## src/rtl/ozgun_ram_pkg.sv

```systemverilog
// Shared definitions for the block-RAM arbiter and the RAM it drives.
//   - state_e      : arbiter FSM states (zero-fill, normal service)
//   - REQ_A/REQ_B  : bit index of each requester in req/gnt vectors
//   - DEF_*        : default RAM geometry, common to arbiter and RAM
package ozgun_ram_pkg;

    typedef enum logic {
        StInit = 1'b0,
        StRun  = 1'b1
    } state_e;

    localparam int unsigned REQ_A = 0;
    localparam int unsigned REQ_B = 1;

    localparam int unsigned DEF_ADDR_WIDTH = 12;
    localparam int unsigned DEF_DATA_WIDTH = 128;
    localparam int unsigned DEF_DEPTH      = 4096;

endpackage

```

## src/rtl/ozgun_rr_arb2.sv

```systemverilog
// Two-way round-robin grant logic with its priority pointer.
//   clk, rst_n : clock, asynchronous active-low reset
//   req[1:0]   : request vector (index REQ_A / REQ_B)
//   advance    : allow the pointer to move to this cycle's winner
//   gnt[1:0]   : one-hot grant, combinational on req and the pointer
module ozgun_rr_arb2
    import ozgun_ram_pkg::*;
(
    input  logic       clk,
    input  logic       rst_n,
    input  logic [1:0] req,
    input  logic       advance,
    output logic [1:0] gnt
);

    // Index of the requester granted most recently; the other one wins a tie.
    logic ptr_q;

    always_comb begin
        gnt = 2'b00;
        unique case (req)
            2'b01:   gnt = 2'b01;
            2'b10:   gnt = 2'b10;
            2'b11:   gnt = ptr_q ? 2'b01 : 2'b10;
            default: gnt = 2'b00;
        endcase
    end

    always_ff @(posedge clk or negedge rst_n) begin
        if (!rst_n) begin
            ptr_q <= 1'(REQ_A);
        end else if (advance && (gnt != 2'b00)) begin
            ptr_q <= gnt[REQ_B];
        end
    end

endmodule

```

## src/rtl/ozgun_ram_arbiter.sv

```systemverilog
// Controller for a single-port block RAM shared by two requesters.
// After reset it zero-fills the RAM (optional), then serves A and B with
// round-robin arbitration, one access per cycle, and registers read data.
//   clk, rst_n            : clock, asynchronous active-low reset
//   init_done             : zero-fill finished, arbitration enabled
//   a_*/b_* req,we,addr,wdata : requester access (held until granted)
//   a_gnt/b_gnt           : access happens this cycle (combinational)
//   a_rvalid/b_rvalid     : 1-cycle pulse after a granted read
//   a_rdata/b_rdata       : registered read data, held until next read
//   ram_addr/we/wdata     : RAM drive;  ram_rdata : combinational RAM read
module ozgun_ram_arbiter
    import ozgun_ram_pkg::*;
#(
    parameter int unsigned ADDR_WIDTH     = DEF_ADDR_WIDTH,
    parameter int unsigned DATA_WIDTH     = DEF_DATA_WIDTH,
    parameter int unsigned DEPTH          = DEF_DEPTH,
    parameter bit          CLEAR_ON_RESET = 1'b1
) (
    input  logic                  clk,
    input  logic                  rst_n,
    output logic                  init_done,

    input  logic                  a_req,
    input  logic                  a_we,
    input  logic [ADDR_WIDTH-1:0] a_addr,
    input  logic [DATA_WIDTH-1:0] a_wdata,
    output logic                  a_gnt,
    output logic                  a_rvalid,
    output logic [DATA_WIDTH-1:0] a_rdata,

    input  logic                  b_req,
    input  logic                  b_we,
    input  logic [ADDR_WIDTH-1:0] b_addr,
    input  logic [DATA_WIDTH-1:0] b_wdata,
    output logic                  b_gnt,
    output logic                  b_rvalid,
    output logic [DATA_WIDTH-1:0] b_rdata,

    output logic [ADDR_WIDTH-1:0] ram_addr,
    output logic                  ram_we,
    output logic [DATA_WIDTH-1:0] ram_wdata,
    input  logic [DATA_WIDTH-1:0] ram_rdata
);

    localparam logic [ADDR_WIDTH-1:0] LastAddr = ADDR_WIDTH'(DEPTH - 1);

    state_e                state_q;
    logic [ADDR_WIDTH-1:0] cnt_q;
    logic                  init_done_q;
    logic                  run_en;
    logic [1:0]            req_vec;
    logic [1:0]            gnt;

    // Zero-fill sequencer and init_done flag.
    always_ff @(posedge clk or negedge rst_n) begin
        if (!rst_n) begin
            state_q     <= CLEAR_ON_RESET ? StInit : StRun;
            cnt_q       <= '0;
            init_done_q <= 1'b0;
        end else begin
            unique case (state_q)
                StInit: begin
                    cnt_q <= cnt_q + 1'b1;
                    if (cnt_q == LastAddr) begin
                        state_q     <= StRun;
                        init_done_q <= 1'b1;
                    end
                end
                StRun: begin
                    init_done_q <= 1'b1;
                end
                default: state_q <= StRun;
            endcase
        end
    end

    assign init_done = init_done_q;

    // rst_n gates the combinational outputs so nothing reaches the RAM in reset.
    assign run_en  = rst_n && (state_q == StRun);
    assign req_vec = {b_req, a_req} & {2{run_en}};

    ozgun_rr_arb2 u_arb (
        .clk     (clk),
        .rst_n   (rst_n),
        .req     (req_vec),
        .advance (run_en),
        .gnt     (gnt)
    );

    assign a_gnt = gnt[REQ_A];
    assign b_gnt = gnt[REQ_B];

    always_comb begin
        ram_addr  = '0;
        ram_we    = 1'b0;
        ram_wdata = '0;
        if (rst_n && (state_q == StInit)) begin
            ram_addr = cnt_q;
            ram_we   = 1'b1;
        end else if (a_gnt) begin
            ram_addr  = a_addr;
            ram_we    = a_we;
            ram_wdata = a_wdata;
        end else if (b_gnt) begin
            ram_addr  = b_addr;
            ram_we    = b_we;
            ram_wdata = b_wdata;
        end
    end

    // Read return path: capture at the grant edge, pulse rvalid next cycle.
    always_ff @(posedge clk or negedge rst_n) begin
        if (!rst_n) begin
            a_rvalid <= 1'b0;
            b_rvalid <= 1'b0;
            a_rdata  <= '0;
            b_rdata  <= '0;
        end else begin
            a_rvalid <= a_gnt && !a_we;
            b_rvalid <= b_gnt && !b_we;
            if (a_gnt && !a_we) begin
                a_rdata <= ram_rdata;
            end
            if (b_gnt && !b_we) begin
                b_rdata <= ram_rdata;
            end
        end
    end

endmodule

```

## config.mk

```make
export PLATFORM = sky130hd
export DESIGN_NAME = ozgun_ram_arbiter
export DESIGN_NICKNAME = d
export VERILOG_FILES = /design/src/rtl/ozgun_ram_pkg.sv /design/src/rtl/ozgun_rr_arb2.sv /design/src/rtl/ozgun_ram_arbiter.sv
export SDC_FILE = /design/constraint.sdc
export NUM_CORES = 1
export LEC_CHECK = 0
export ABC_AREA = 1
export BUFFER_PORTS_ARGS = -buffer_cell sky130_fd_sc_hd__buf_2
export CAP_MARGIN = 10
export CORE_AREA = 10 10 307 309
export DETAILED_ROUTE_END_ITERATION = 16
export DIE_AREA = 0 0 317 319
export GPL_TIMING_DRIVEN = 1
export MAX_ROUTING_LAYER = met4
export PLACE_DENSITY_LB_ADDON = 0.12
export SYNTH_ARGS = -nofsm -noshare
export SYNTH_HDL_FRONTEND = slang
export SYNTH_SLANG_ARGS = --single-unit
```

## constraint.sdc

```tcl
create_clock -name clk -period 2.95 [get_ports clk]
set_clock_uncertainty 0.05 [all_clocks]
set_input_delay 0.1475 -clock clk [delete_from_list [all_inputs] [get_ports clk]]
set_output_delay 0.1475 -clock clk [all_outputs]
set_load 0.005 [all_outputs]
```

==> run_results.csv, run 1 <==
group,metric,value,unit
logic_synthesis,synth_mux_area_share,0,%
logic_synthesis,main_combinational_cell_family_by_area_after_synthesis,"simple AND/OR/NAND/NOR gates",
floorplan,io_pins,816,
place,post-place-cells,3428,
layout,finalInstanceArea,20000,um2
timing,timing.final.crit_share,89.0,%
power_and_ir_drop,total_leakage_power,0.0116,uW
layout,layout_cell_share_with_drive_strength_beyond_1,36.4,%
timing,final_period_demand_of_the_worst_path,2.62,ns
critical_path,worst_ep_required_time,2.75,ns
timing,slew_violations,0,
cts,cts_buffer_depth,3,
critical_path,critPathKind,"primary input to primary output",
place,dp_hpwl,53200,um
cts,cts.reportedPaths.clkPinSlew,0.06,ns
place,place_area,17500,um2
routing,routedWlPerCell,18.2,um
hold_path,hold_class,"primary input to asynchronous set/reset pin",
routing,viasPerCell,3.62,
power_and_ir_drop,power.ir.vdd_worst,0.313,mV
grt,grt_pass1_vias,14300,
timing,tightestPinTransition,0.856,ns
grt,wire_length_of_the_first_global_routing_pass,95300,um
logic_synthesis,yosys.area.top_type,"dfrtp_1",
floorplan,floorplan.die_area,101000,um2
floorplan,fp.coreArea,88000,um2
critical_path,crit_path_max_incr_delay,0.64,ns
routing,met2RoutedLength,35200,um
cts,insertion_delay,0.54,ns
layout,filler_cell_count,9895,
critical_path,cp_dominant_cell_by_count,"nand2_1",
timing,setup_ws,0.326,ns
critical_path,timing.critical_path.to_type,"primary output",
place,placement.setup.worst_slack,0.879,ns
routing,detail_route.wirelength,66200,um
logic_synthesis,ys.flop_type,"dfrtp_1",
place,buffer_ports.inserted,815,
job,max_cap_viol_count,0,
routing,iter_0_drt_violations,542,
critical_path,timing.critical_path.slowest_stage_cell,"dlygate4sd3_1",
routing,wl_met1,23100,um
layout,final_cell_count_no_fill,3633,
logic_synthesis,yosys-top-cells-area,"dfrtp_1 57%, nand2_1 22%, o21ai_1 9.6%, inv_1 4.5%, buf_2 2.8%",
logic_synthesis,synth_simple_gate_area_share,23.5,%
logic_synthesis,synthDistinctLibCells,22,
grt,antenna_violations_before_repair,11,
logic_synthesis,async_reset_ff_share,100,%
timing,hold_violations,0,
logic_synthesis,synth.net_count,1929,
power_and_ir_drop,power_density,444,nW/um2
critical_path,worst_ep_arrival_time,2.43,ns
critical_path,worstSetupStartpointType,"primary input",
routing,postRouteAntennaNets,0,
logic_synthesis,synth_area,12000,um2
routing,drt-pass1-iter-count,5,
cts,cts_inserted_buffers,37,
critical_path,highest_net_fanout_along_the_worst_path,92,
grt,track_usage,12.8,%
floorplan,rows,109,
routing,met3WireLength,5540,um
critical_path,critical_path.cell_chain,"dlygate4sd3_1 > buf_8 > nand3_1 > a21oi_4 > buf_12 > nand2_1 > nand2_1 > buf_2",
logic_synthesis,synth.avg_cell_area,7.93,um2
floorplan,die-height,319,um
cts,cts.sinks,273,
cts,cts_tree,"built",
place,routabilityCongestion,0.975,
timing,rsz0062_at_grt,"false",
floorplan,floorplan.initialDensity,13.7,%
logic_synthesis,synth_seq_cells,273,
floorplan,die_w,317,um
logic_synthesis,seq_area_frac_synth,56.9,%
run_status,run_status,"completed",
routing,route.detailed.drc,0,
routing,highest_layer,"met4",
routing,vias,13200,
layout,area_growth_syn_to_layout,66.7,%
grt,globalRouteOverflowTotal,0,
logic_synthesis,syn_inst,1514,
logic_synthesis,synth_xor_area_share,0.511,%
cts,postCtsSetupRepairBufs,0,
logic_synthesis,post_synth_fa_ha_maj_area_fraction,0.104,%
timing,setup-tns-final,0,ns
logic_synthesis,synth_compound_gate_area_share,10.9,%
cts,cts_htree_levels,2,
timing,setup-violations-final,0,
grt,grt_start_max_net_pins,149,
cts,clock_tree.root_cell,"clkbuf_16",
logic_synthesis,synth-warning-count,0,
logic_synthesis,synth_top_cell_area_share,56.9,%
timing,max_clock_freq,381,MHz
timing,relSlewSlack,42.9,%
layout,fin_nets,2848,
logic_synthesis,synth_edf_count,0,
-- worst max-delay path, delay by kind of cell --
kind / cells / cell delay, ns
AND/OR/NAND/NOR: 3 / 0.47
buffers and inverters: 4 / 1.34
AO/OA/AOI/OAI: 1 / 0.28
-- cell families after synthesis --
logic type	after synthesis
adders and majority gates	1
xor gates and xnor gates	7
buffers and inverters	235
DFF	273
AOI/OAI and AO/OA	259
and+or+nand+nor	739
-- cells in the mapped netlist (2+ instances only) --
cell type	number
buf_2	68
buf_6	2
clkbuf_1	18
dfrtp_1	273
inv_1	145
nand2_1	705
nand3_1	18
nand4_1	4
nor2_1	8
o21ai_0	26
o21ai_1	230
o21bai_1	2
xnor2_1	5
xor2_1	2
-- worst paths after layout --
path	startpoint	end	slack [ns]	cells past startpoint
setup / recovery	rst_n	ram_wdata[98]	0.33	8
hold / removal	rst_n	state_q	0.04	2
setup reg to reg	state_q	a_rdata[55]	0.89	6
hold reg to reg	init_done	init_done	0.42	1
max in group asynchronous	rst_n	b_rdata[108]	1.33	4
min in group clk	b_we	b_rdata[19]	0.23	3
-- per-stage QoR --
stage | power (uW) | hold WS [ns] | util [%]
CTS | 9170 | 0.0505 | 22.7
finish | 8890 | 0.0439 | 22.8
floorplan | 3870 | -0.198 | -
detailed placement | 4290 | -0.0915 | 19.8
global route | 9330 | 0.0447 | 22.8
global placement | 4290 | -0.0911 | 19.8
-- power by group --
group / switching [uW] / internal, uW
sequential: 0 / 3750
clock: 1870 / 2670
combinational: 275 / 327
-- layout make-up --
class	instances	area, um2	area share (%)
Antenna cell	9	22.5	0.112
Clock buffer	58	1090	5.47
Clock inverter	7	140	0.700
Inverter	147	554	2.77
Multi-Input combinational cell	1006	4220	21.1
Sequential cell	273	6830	34.1
Tap cell	1165	1460	7.28
Timing Repair Buffer	968	5700	28.5
-- flip-flops by register name (all words and copies together) (netlist names) --
register,flops
b_rvalid,1
a_rdata,128
a_rvalid,1
cnt_q,12
state_q,1
b_rdata,128
init_done,1
u_arb.ptr_q,1
-- cell usage in the layout (no fill, tap or decap), drive strengths merged --
cell type,n
xnor2,5
dfrtp,273
nand2,706
nor2,8
bufinv,1
clkbuf,58
o21bai,2
clkinvlp,2
dlygate4sd3,131
buf,837
a21oi,1
nor3,1
o21ai,256
or2,1
nand3b,1
nand4,4
diode,9
xor2,2
nand3,18
clkinv,5
inv,146
ha,1
-- repair_timing --
item,CTS,global route
setup endpoints to repair,0,0
hold buffers,131,0
hold endpoints to repair,328,0
gates resized for setup,0,0
-- per-layer routing --
metal / track usage, % / vias up
met5: - / -
met4: 4.45 / 0
met3: 3.70 / 88
met2: 23.6 / 562
met1: 12.6 / 5990
li1: - / 6523
Note: power is estimated with default switching activity, not from simulation.
==> run 2, diff against run 1 <==
Settings changed: PLACE_DENSITY_LB_ADDON 0.12 to default.
==> run 2 against run 1 <==
Net effect: die area stayed put; worst setup slack got worse by 0.032 ns; first-iteration DRC count increased by 130%; utilization down 0.21 points; count of clock-buffer cells in the layout fell by 22; sequential share of layout area rose by 0.32 points; sequential power about the same; clock power down 7.3%; worst hold slack improved by 0.23 ns; critical path type is now register to primary output; largest power group unchanged.
==> run_results.csv, run 2 (synthesis gave the netlist of run 1 again) <==
group,metric,value,unit
run_status,run_status,"completed",
critical_path,critPathKind,"register to primary output",
floorplan,die_w,317,um
cts,cts.sinks,273,
layout,registers_with_the_most_flip_flops,"a_rdata: 128 flops, b_rdata: 128 flops, cnt_q: 12 flops",
floorplan,floorplan.initialDensity,13.7,%
critical_path,worst_ep_required_time,2.75,ns
routing,viasPerCell,3.73,
critical_path,worst_ep_arrival_time,2.46,ns
cts,cts_inserted_buffers,31,
timing,relSlewSlack,34.3,%
floorplan,floorplan.die_area,101000,um2
critical_path,highest_net_fanout_along_the_worst_path,76,
place,placement.setup.worst_slack,0.857,ns
layout,final_cell_count_no_fill,3613,
hold_path,min_path_cells,3,
grt,grt_start_max_net_pins,163,
power_and_ir_drop,power.ir.vdd_worst,0.471,mV
routing,drt-pass1-iter-count,5,
grt,globalRouteOverflowTotal,0,
routing,vias,13500,
critical_path,worstSetupStartpointType,"register",
cts,cts_htree_levels,1,
cts,insertion_delay,0.58,ns
layout,mostFrequentLayoutCell,"buf_2",
place,post-place-cells,3423,
job,max_cap_viol_count,0,
timing,timing.final.crit_share,90.0,%
timing,hold_violations,0,
floorplan,io_pins,816,
layout,top_library_cells_by_usage_in_the_layout_fill_and_taps_aside,"814 x buf_2, 705 x nand2_1, 273 x dfrtp_1, 230 x o21ai_1, 145 x inv_1",
layout,filler_cell_count,9713,
critical_path,flop_to_flop_setup_slack,0.73,ns
place,dp_hpwl,59200,um
timing,tightestPinTransition,0.986,ns
routing,route.detailed.drc,0,
routing,detail_route.wirelength,72000,um
floorplan,fp.coreArea,88000,um2
grt,track_usage,13.8,%
cts,clock_tree.root_cell,"clkbuf_16",
critical_path,r2r_cells,6,
timing,slew_violations,0,
critical_path,timing.critical_path.to_type,"primary output",
power_and_ir_drop,total_leakage_power,0.0115,uW
place,buffer_ports.inserted,815,
layout,area_growth_syn_to_layout,65.2,%
layout,layout_cell_share_with_drive_strength_beyond_1,36.4,%
floorplan,die-height,319,um
timing,setup-tns-final,0,ns
timing,final_period_demand_of_the_worst_path,2.66,ns
routing,postRouteAntennaNets,0,
layout,fin_nets,2837,
layout,utilization,22.5,%
timing,setup_ws,0.294,ns
floorplan,rows,109,
cts,cts.reportedPaths.clkPinSlew,0.06,ns
timing,setup-violations-final,0,
cts,cts_tree,"built",
cts,cts_buffer_depth,3,
cts,postCtsSetupRepairBufs,0,
timing,rsz0062_at_grt,"false",
grt,grt_pass1_vias,13700,
place,routabilityCongestion,0.986,
power_and_ir_drop,power_density,432,nW/um2
critical_path,r2r-end,"a_rdata[29]",
timing,max_clock_freq,377,MHz
hold_path,worst_hold_startpoint,"b_we",
power_and_ir_drop,total_power,8570,uW
critical_path,regToRegStartpoint,"state_q",
routing,iter_0_drt_violations,1243,
hold_path,hold_class,"primary input to register",
routing,routedWlPerCell,19.9,um
grt,antenna_violations_before_repair,9,
hold_path,holdPathEnd,"b_rvalid",
grt,wire_length_of_the_first_global_routing_pass,101000,um
run 2: changes by cell type in the layout (fill, tap and decap cells not counted), sizes merged:
cell      previous run  this run
bufinv               1         6
clkinv               5        10
clkbuf              58        36
diode                9         2
clkinvlp             2         1
inv                146       151
buf                837       832
run 2: worst max-delay path by stage:
stage | from | to | depth (start not counted)
floorplan | u_arb.ptr_q | b_rdata[108] | 8
global placement | state_q | a_rdata[23] | 6
detailed placement | state_q | a_rdata[30] | 6
CTS | state_q | ram_wdata[67] | 6
global route | state_q | ram_wdata[67] | 6
finish | state_q | ram_wdata[67] | 6
run 2: area by class of cell:
type                       instances  area [um2]  area share (%)
multi-input combinational       1006        4220            21.3
tap                             1165        1460            7.35
timing repair buffer             963        5650            28.5
inverter                         147         554            2.79
sequential                       273        6830            34.4
clock buffer                      36         825            4.16
clock inverter                    21         290            1.46
antenna                            2        5.00          0.0252
run 2: where the power goes:
part	internal (uW)	total, uW	switching, uW
registers	3740	3740	0
logic	324	618	293
clock network	2540	4210	1670
total	6610	8570	1960
run 2: stage by stage:
stage | hold WS (ns) | area, um2
floorplan | -0.198 | 12000
global placement | 0.357 | 17400
detailed placement | 0.366 | 17400
CTS | 0.255 | 19800
global route | 0.308 | 19800
finish | 0.270 | 19800
run 2: worst max-delay path, cell delays in order, from the launching register on:
cell and delay [ns]:
dfrtp_1 0.42, nand3_1 0.17, a21oi_4 0.37, buf_12 0.34
nand2_1 0.10, nand2_1 0.26, buf_2 0.18
run 2: what timing repair did:
item,CTS,global route
hold buffers,131,0
resized for setup,0,0
hold endpoints to repair,307,0
run 2: per-layer routing:
layer | vias to the layer above | wire length (um) | global-route usage (%)
li1 | 6492 | - | -
met2 | 582 | 30200 | 19.6
met3 | 90 | 5730 | 3.03
met1 | 6329 | 34000 | 19.5
met4 | 0 | 2040 | 3.60
met5 | - | 0 | -
